==> config.mk <==
export PLATFORM = sky130hd
export DESIGN_NAME = fetch_queue_flat
export DESIGN_NICKNAME = d
export VERILOG_FILES = /design/src/rtl/fetch_queue_pkg.sv /design/src/rtl/fetch_queue_if.sv /design/src/rtl/fetch_fifo.sv /design/src/rtl/fetch_queue.sv /design/src/flat_wrapper.sv
export SDC_FILE = /design/constraint.sdc
export NUM_CORES = 1
export LEC_CHECK = 0
export CAP_MARGIN = 20
export CORE_ASPECT_RATIO = 1.2
export CORE_MARGIN = 10
export CORE_UTILIZATION = 61
export DETAILED_ROUTE_END_ITERATION = 8
export PLACE_DENSITY_LB_ADDON = 0.05
export RECOVER_POWER = 25
export SYNTH_ARGS = -nofsm -noshare
export SYNTH_HDL_FRONTEND = slang
export SYNTH_HIERARCHICAL = 1
export SYNTH_SLANG_ARGS = --single-unit
==> constraint.sdc <==
create_clock -name clk -period 38.7 [get_ports clk]
set_clock_uncertainty 0.1 [all_clocks]
set_input_delay 5.805 -clock clk [delete_from_list [all_inputs] [get_ports clk]]
set_output_delay 5.805 -clock clk [all_outputs]
set_load 0.02 [all_outputs]
==> src/rtl/fetch_queue_pkg.sv <==
// Shared constants and entry layout for the fetch queue.
// Optional FETCH_PERF_EN adds fetch/stall counters in fetch_queue.
package fetch_pkg;
  localparam int INSTR_W  = 32;
  localparam int PC_INC   = 4;
  localparam int FETCH_N  = 64;  // default PC width

  typedef struct packed {
    logic [FETCH_N-1:0] pc;
    logic [INSTR_W-1:0] instr;
  } fetch_entry_t;
endpackage

==> src/rtl/fetch_queue_if.sv <==
// Fetch-to-decode valid/ready channel carrying the queue head.
interface fetch_queue_if #(parameter int N = 64);
  logic        out_valid;
  logic        out_ready;
  logic [31:0] instr_out;
  logic [N-1:0] pc_out;

  modport master (output out_valid, output instr_out, output pc_out, input out_ready);
  modport slave  (input out_valid, input instr_out, input pc_out, output out_ready);
endinterface

==> src/rtl/fetch_fifo.sv <==
// Generic circular buffer with synchronous flush; head is read combinationally.
// Caller must not push when full unless it also pops in the same cycle.
module fetch_fifo #(
  parameter int WIDTH = 96,
  parameter int DEPTH = 4
) (
  input  logic             clk,
  input  logic             reset,
  input  logic             push,
  input  logic             pop,
  input  logic             flush,
  input  logic [WIDTH-1:0] wdata,
  output logic [WIDTH-1:0] rdata,
  output logic             full,
  output logic             empty
);
  localparam int AW = $clog2(DEPTH);
  localparam int CW = $clog2(DEPTH + 1);

  logic [WIDTH-1:0] r_mem [DEPTH];
  logic [AW-1:0]    r_wptr;
  logic [AW-1:0]    r_rptr;
  logic [CW-1:0]    r_count;
  logic             w_pop;
  logic             w_push;

  assign empty  = (r_count == '0);
  assign full   = (r_count == CW'(DEPTH));
  assign w_pop  = pop & ~empty;
  assign w_push = push & (~full | w_pop);
  assign rdata  = r_mem[r_rptr];

  always_ff @(posedge clk or posedge reset) begin
    if (reset) begin
      r_wptr  <= '0;
      r_rptr  <= '0;
      r_count <= '0;
      for (int i = 0; i < DEPTH; i++) r_mem[i] <= '0;
    end else if (flush) begin
      // Entries are left stale; only the bookkeeping restarts.
      r_wptr  <= '0;
      r_rptr  <= '0;
      r_count <= '0;
    end else begin
      if (w_push) begin
        r_mem[r_wptr] <= wdata;
        r_wptr        <= r_wptr + AW'(1);
      end
      if (w_pop) r_rptr <= r_rptr + AW'(1);
      case ({w_push, w_pop})
        2'b10:   r_count <= r_count + CW'(1);
        2'b01:   r_count <= r_count - CW'(1);
        default: r_count <= r_count;
      endcase
    end
  end
endmodule

==> src/rtl/fetch_queue.sv <==
// PC register plus DEPTH-entry fetch queue; branch redirect flushes the queue.
// Build option FETCH_PERF_EN adds saturating perf_fetched/perf_stalls counters.
module fetch_queue
  import fetch_pkg::*;
#(
  parameter int          N        = 64,
  parameter int          DEPTH    = 4,
  parameter logic [N-1:0] RESET_PC = '0
) (
  input  logic               clk,
  input  logic               reset,
  input  logic               PCSrc_F,
  input  logic [N-1:0]       PCBranch_F,
  output logic [N-1:0]       imem_addr_F,
  input  logic [INSTR_W-1:0] imem_rd_F,
  fetch_queue_if.master      dec
`ifdef FETCH_PERF_EN
  ,
  output logic [31:0]        perf_fetched,
  output logic [31:0]        perf_stalls
`endif
);
  // Same layout as fetch_entry_t, generalised to this instance's PC width.
  typedef struct packed {
    logic [N-1:0]       pc;
    logic [INSTR_W-1:0] instr;
  } entry_t;

  logic [N-1:0] r_pc;
  logic         w_full;
  logic         w_empty;
  logic         w_pop;
  logic         w_push;
  entry_t       w_wr_entry;
  entry_t       w_head;

  assign imem_addr_F = r_pc;
  assign w_pop       = ~w_empty & dec.out_ready;
  assign w_push      = ~PCSrc_F & (~w_full | w_pop);

  assign w_wr_entry.pc    = r_pc;
  assign w_wr_entry.instr = imem_rd_F;

  fetch_fifo #(
    .WIDTH ($bits(entry_t)),
    .DEPTH (DEPTH)
  ) u_fifo (
    .clk   (clk),
    .reset (reset),
    .push  (w_push),
    .pop   (w_pop),
    .flush (PCSrc_F),
    .wdata (w_wr_entry),
    .rdata (w_head),
    .full  (w_full),
    .empty (w_empty)
  );

  assign dec.out_valid = ~w_empty;
  assign dec.instr_out = w_head.instr;
  assign dec.pc_out    = w_head.pc;

  always_ff @(posedge clk or posedge reset) begin
    if (reset)        r_pc <= RESET_PC;
    else if (PCSrc_F) r_pc <= {PCBranch_F[N-1:2], 2'b00};
    else if (w_push)  r_pc <= r_pc + N'(PC_INC);
  end

`ifdef FETCH_PERF_EN
  logic [31:0] r_fetched;
  logic [31:0] r_stalls;

  always_ff @(posedge clk or posedge reset) begin
    if (reset) begin
      r_fetched <= '0;
      r_stalls  <= '0;
    end else begin
      if (w_push && r_fetched != '1) r_fetched <= r_fetched + 32'd1;
      if (!PCSrc_F && !w_push && r_stalls != '1) r_stalls <= r_stalls + 32'd1;
    end
  end

  assign perf_fetched = r_fetched;
  assign perf_stalls  = r_stalls;
`endif
endmodule
==> src/flat_wrapper.sv <==
// flat-port wrapper written by rule: the top's interface ports become plain ports
module fetch_queue_flat import fetch_pkg::*;
#(
  parameter int          N        = 64,
  parameter int          DEPTH    = 4,
  parameter logic [N-1:0] RESET_PC = '0
)
  (clk, reset, PCSrc_F, PCBranch_F, imem_addr_F, imem_rd_F, dec_out_valid, dec_instr_out, dec_pc_out, dec_out_ready);
  fetch_queue_if #(.N(N)) dec_i ();
  input  logic clk;
  input  logic reset;
  input  logic PCSrc_F;
  input  logic [N-1:0] PCBranch_F;
  output logic [N-1:0] imem_addr_F;
  input  logic [INSTR_W-1:0] imem_rd_F;
  output wire logic [$bits(dec_i.out_valid)-1:0] dec_out_valid;
  output wire logic [$bits(dec_i.instr_out)-1:0] dec_instr_out;
  output wire logic [$bits(dec_i.pc_out)-1:0] dec_pc_out;
  input wire logic [$bits(dec_i.out_ready)-1:0] dec_out_ready;
  assign dec_out_valid = dec_i.out_valid;
  assign dec_instr_out = dec_i.instr_out;
  assign dec_pc_out = dec_i.pc_out;
  assign dec_i.out_ready = dec_out_ready;
  fetch_queue #(.N(N), .DEPTH(DEPTH), .RESET_PC(RESET_PC)) u_core (.clk(clk), .reset(reset), .PCSrc_F(PCSrc_F), .PCBranch_F(PCBranch_F), .imem_addr_F(imem_addr_F), .imem_rd_F(imem_rd_F), .dec(dec_i));
endmodule
==> impl_metrics.env <==
export IMPL_status="finished, violations left"
export IMPL_violations="max-capacitance violations, max-slew violations"
export IMPL_synthTopCellsByArea="dfrtp_1, mux2_2, mux4_2, mux2_4, nand2_1"
export IMPL_cts_buffers=45
export IMPL_p_leak_uw=0.0107
export IMPL_clk_pin_slew_ns=0.06
export IMPL_synth_most_common_cell="dfrtp_1"
export IMPL_ir_worst_vdd_mv=0.0440
export IMPL_htree_levels=2
export IMPL_num_fill_cells=2211
export IMPL_grt_max_degree=183
export IMPL_wl_per_cell_microns=23.2
export IMPL_port_buffers=256
export IMPL_max_clock_path_buffers=3
export IMPL_synth_top_area_cell="dfrtp_1"
export IMPL_reg2reg_depth=8
export IMPL_grt_pass1_wl_mm=79.3
export IMPL_dp_hpwl_mm=30.9
export IMPL_cts_root_buf="clkbuf_16"
export IMPL_r2r_start="u_core/u_fifo/r_count[0]"
export IMPL_clock_fmax_ghz=0.0506
export IMPL_finalHoldViolCount=0
export IMPL_power_uw=1510
export IMPL_reg2reg_slack_ns=33.94
export IMPL_die_area_sq_um=42700
export IMPL_grt_ovfl_total=0
export IMPL_start_util_pct=62.0
export IMPL_drtIter0Drc=644
export IMPL_cts_tree="built"
export IMPL_dpl_worst_slack_ns=29.33
export IMPL_critPathMaxFanout=182
export IMPL_gp_congestion=0.801
export IMPL_firstDrtPassIters=5
export IMPL_worstHoldEndpoint="u_core/u_fifo/r_mem[144]"
export IMPL_async_reset_ff_share_pct=100
export IMPL_vias_per_cell=6.02
export IMPL_p_per_area_nw_per_um2=59.5
export IMPL_synth_distinct_cells=52
export IMPL_drcViolationCount=0
export IMPL_hold_buffers=0
export IMPL_layout_min_cycle_time_ns=19.76
export IMPL_clk_latency_ns=0.54
export IMPL_fp_row_count=74
export IMPL_die_h_microns=224
export IMPL_core_sq_um=34300
export IMPL_antenna_left=0
export IMPL_pin_count=261
export IMPL_rsz0062_at_grt="no"
export IMPL_synthFlopType="dfrtp_1"
export IMPL_antenna_found_initial=1
export IMPL_synth_avg_cell_area_sq_um=15.2
export IMPL_synth_commonest_cells="dfrtp_1, mux2_2, mux2_4"
export IMPL_nets=1751
export IMPL_grt_most_used_layer="met2"
export IMPL_hp_start="u_core/u_fifo/r_mem[144]"
export IMPL_synth_edf_count=0
export IMPL_finalSetupTns_ns=0
export IMPL_setup_violations=0
export IMPL_wl_mm=49.5
export IMPL_slew_violations=389
export IMPL_netlist_area_leader_share_pct=53.4
export IMPL_endpoint_kind="async pin"
export IMPL_cp_arrival_ns=16.57
export IMPL_period_share_pct=51.1
export IMPL_crit_required_ns=35.50
export IMPL_layout_setup_ws_ns=18.94
export IMPL_grt_met1_usage_pct=30.1
export IMPL_first_global_vias=13900
export IMPL_grt_use_total_pct=23.2
export IMPL_r2r_end="u_core/u_fifo/r_mem[13]"
export IMPL_max_slew_margin_rel_pct=-523
export IMPL_worstMarginPinSlew_ns=9.35
export IMPL_vias=12800
export IMPL_ys_seq_elements=453
export IMPL_yosysSeqAreaShare_pct=53.4
export IMPL_critPathKind="in -> async"
export IMPL_yosys_warnings=6
export IMPL_syn_inst=1402
export IMPL_drv_cap=4
export IMPL_hp_class="reg -> reg"
export IMPL_die_w_microns=190
export IMPL_syn_area_sq_um=21200
export IMPL_hold_path_depth=1
export IMPL_use_met3_pct=5.25
export IMPL_cp_start_kind="primary input"
export IMPL_areaGrowthSynthToFinish_pct=19.7
export IMPL_post_cts_buffers=0
export IMPL_grtUsageMet2_pct=38.1
export IMPL_cts_sinks=453
export IMPL_post_cts_resize_count=0
export IMPL_drive_gt1_share_pct=34.3
[flip-flops by register name, summed over array words and instances (netlist names)]
signal,flops
u_core/u_fifo/r_mem,384
u_core/imem_addr_F,62
u_core/u_fifo/r_count,3
u_core/u_fifo/r_rptr,2
u_core/u_fifo/r_wptr,2
[critical path, cell delays in order]
cell           delay, ns
dlygate4sd3_1       0.56
clkinvlp_2          3.30
clkbuf_1            6.77
[worst max path at each step]
stage                                 start                       end  slack [ns]  depth (start not counted)
global route                          reset   u_core/u_fifo/r_rptr[1]       16.20                          3
global placement    u_core/u_fifo/r_rptr[0]            dec_pc_out[17]       29.32                          4
finish                                reset   u_core/u_fifo/r_rptr[1]       18.94                          3
floorplan                             reset  u_core/u_fifo/r_count[0]       21.93                          1
detailed placement  u_core/u_fifo/r_rptr[0]            dec_pc_out[17]       29.33                          4
CTS                 u_core/u_fifo/r_rptr[0]            dec_pc_out[17]       28.73                          4
[logic make-up after synthesis]
kind of cell / Yosys count / share of synthesized area, %
AO/OA/AOI/OAI: 96 / 2.88
XOR/XNOR: 44 / 1.81
adder cells (fa/ha/maj): 6 / 0.389
buffers and inverters: 103 / 2.86
flip-flops: 453 / 53.4
multiplexers: 485 / 33.0
other: 1 / 0.0177
AND/OR/NAND/NOR: 214 / 5.70
[per-layer routing]
| metal | share of wire [%] | wire length (microns) |
|---|---|---|
| met5 | 0 | 0 |
| met4 | 2.4 | 1190 |
| met3 | 5.5 | 2730 |
| met2 | 50 | 24800 |
| met1 | 42 | 20700 |
[placed cells by master, fill, tap and decap left out, types with 19 or more instances in the layout]
cell	instances
mux4_2	96
xor2_1	27
mux2_2	257
dlygate4sd3_1	23
nand3_1	23
nand2_1	69
buf_4	20
clkdlybuf4s50_1	232
o21ai_0	49
dfrtp_1	451
clkbuf_16	45
nor2_1	31
nand4_1	20
mux2_4	123
a31oi_1	19
[through the flow]
step	utilization [%]	hold slack, ns	instance area [sq um]	std cells
finish	74.2	0.380	25400	2131
CTS	74.4	0.383	25500	2130
floorplan	-	0.352	21300	1411
global placement	70.3	0.362	24100	2054
global route	74.2	0.395	25400	2131
detailed placement	70.3	0.369	24100	2054
[area by class of cell]
class | instances | area, sq um | area share (%)
sequential | 453 | 11300 | 44.6
multi-input combinational | 855 | 9340 | 36.7
timing repair buffer | 279 | 2720 | 10.7
clock buffer | 71 | 1350 | 5.33
tap | 456 | 571 | 2.24
clock inverter | 5 | 52.6 | 0.207
inverter | 11 | 42.5 | 0.167
antenna | 1 | 2.50 | 0.00984
[where the power goes]
group,leakage (uW),total (uW),switching (uW),internal [uW]
logic,0.00436,397,153,243
clock network,0.000689,420,175,245
registers,0.00565,697,84.7,612
total,0.0107,1510,414,1100
Note: power is estimated with default switching activity, not from simulation.
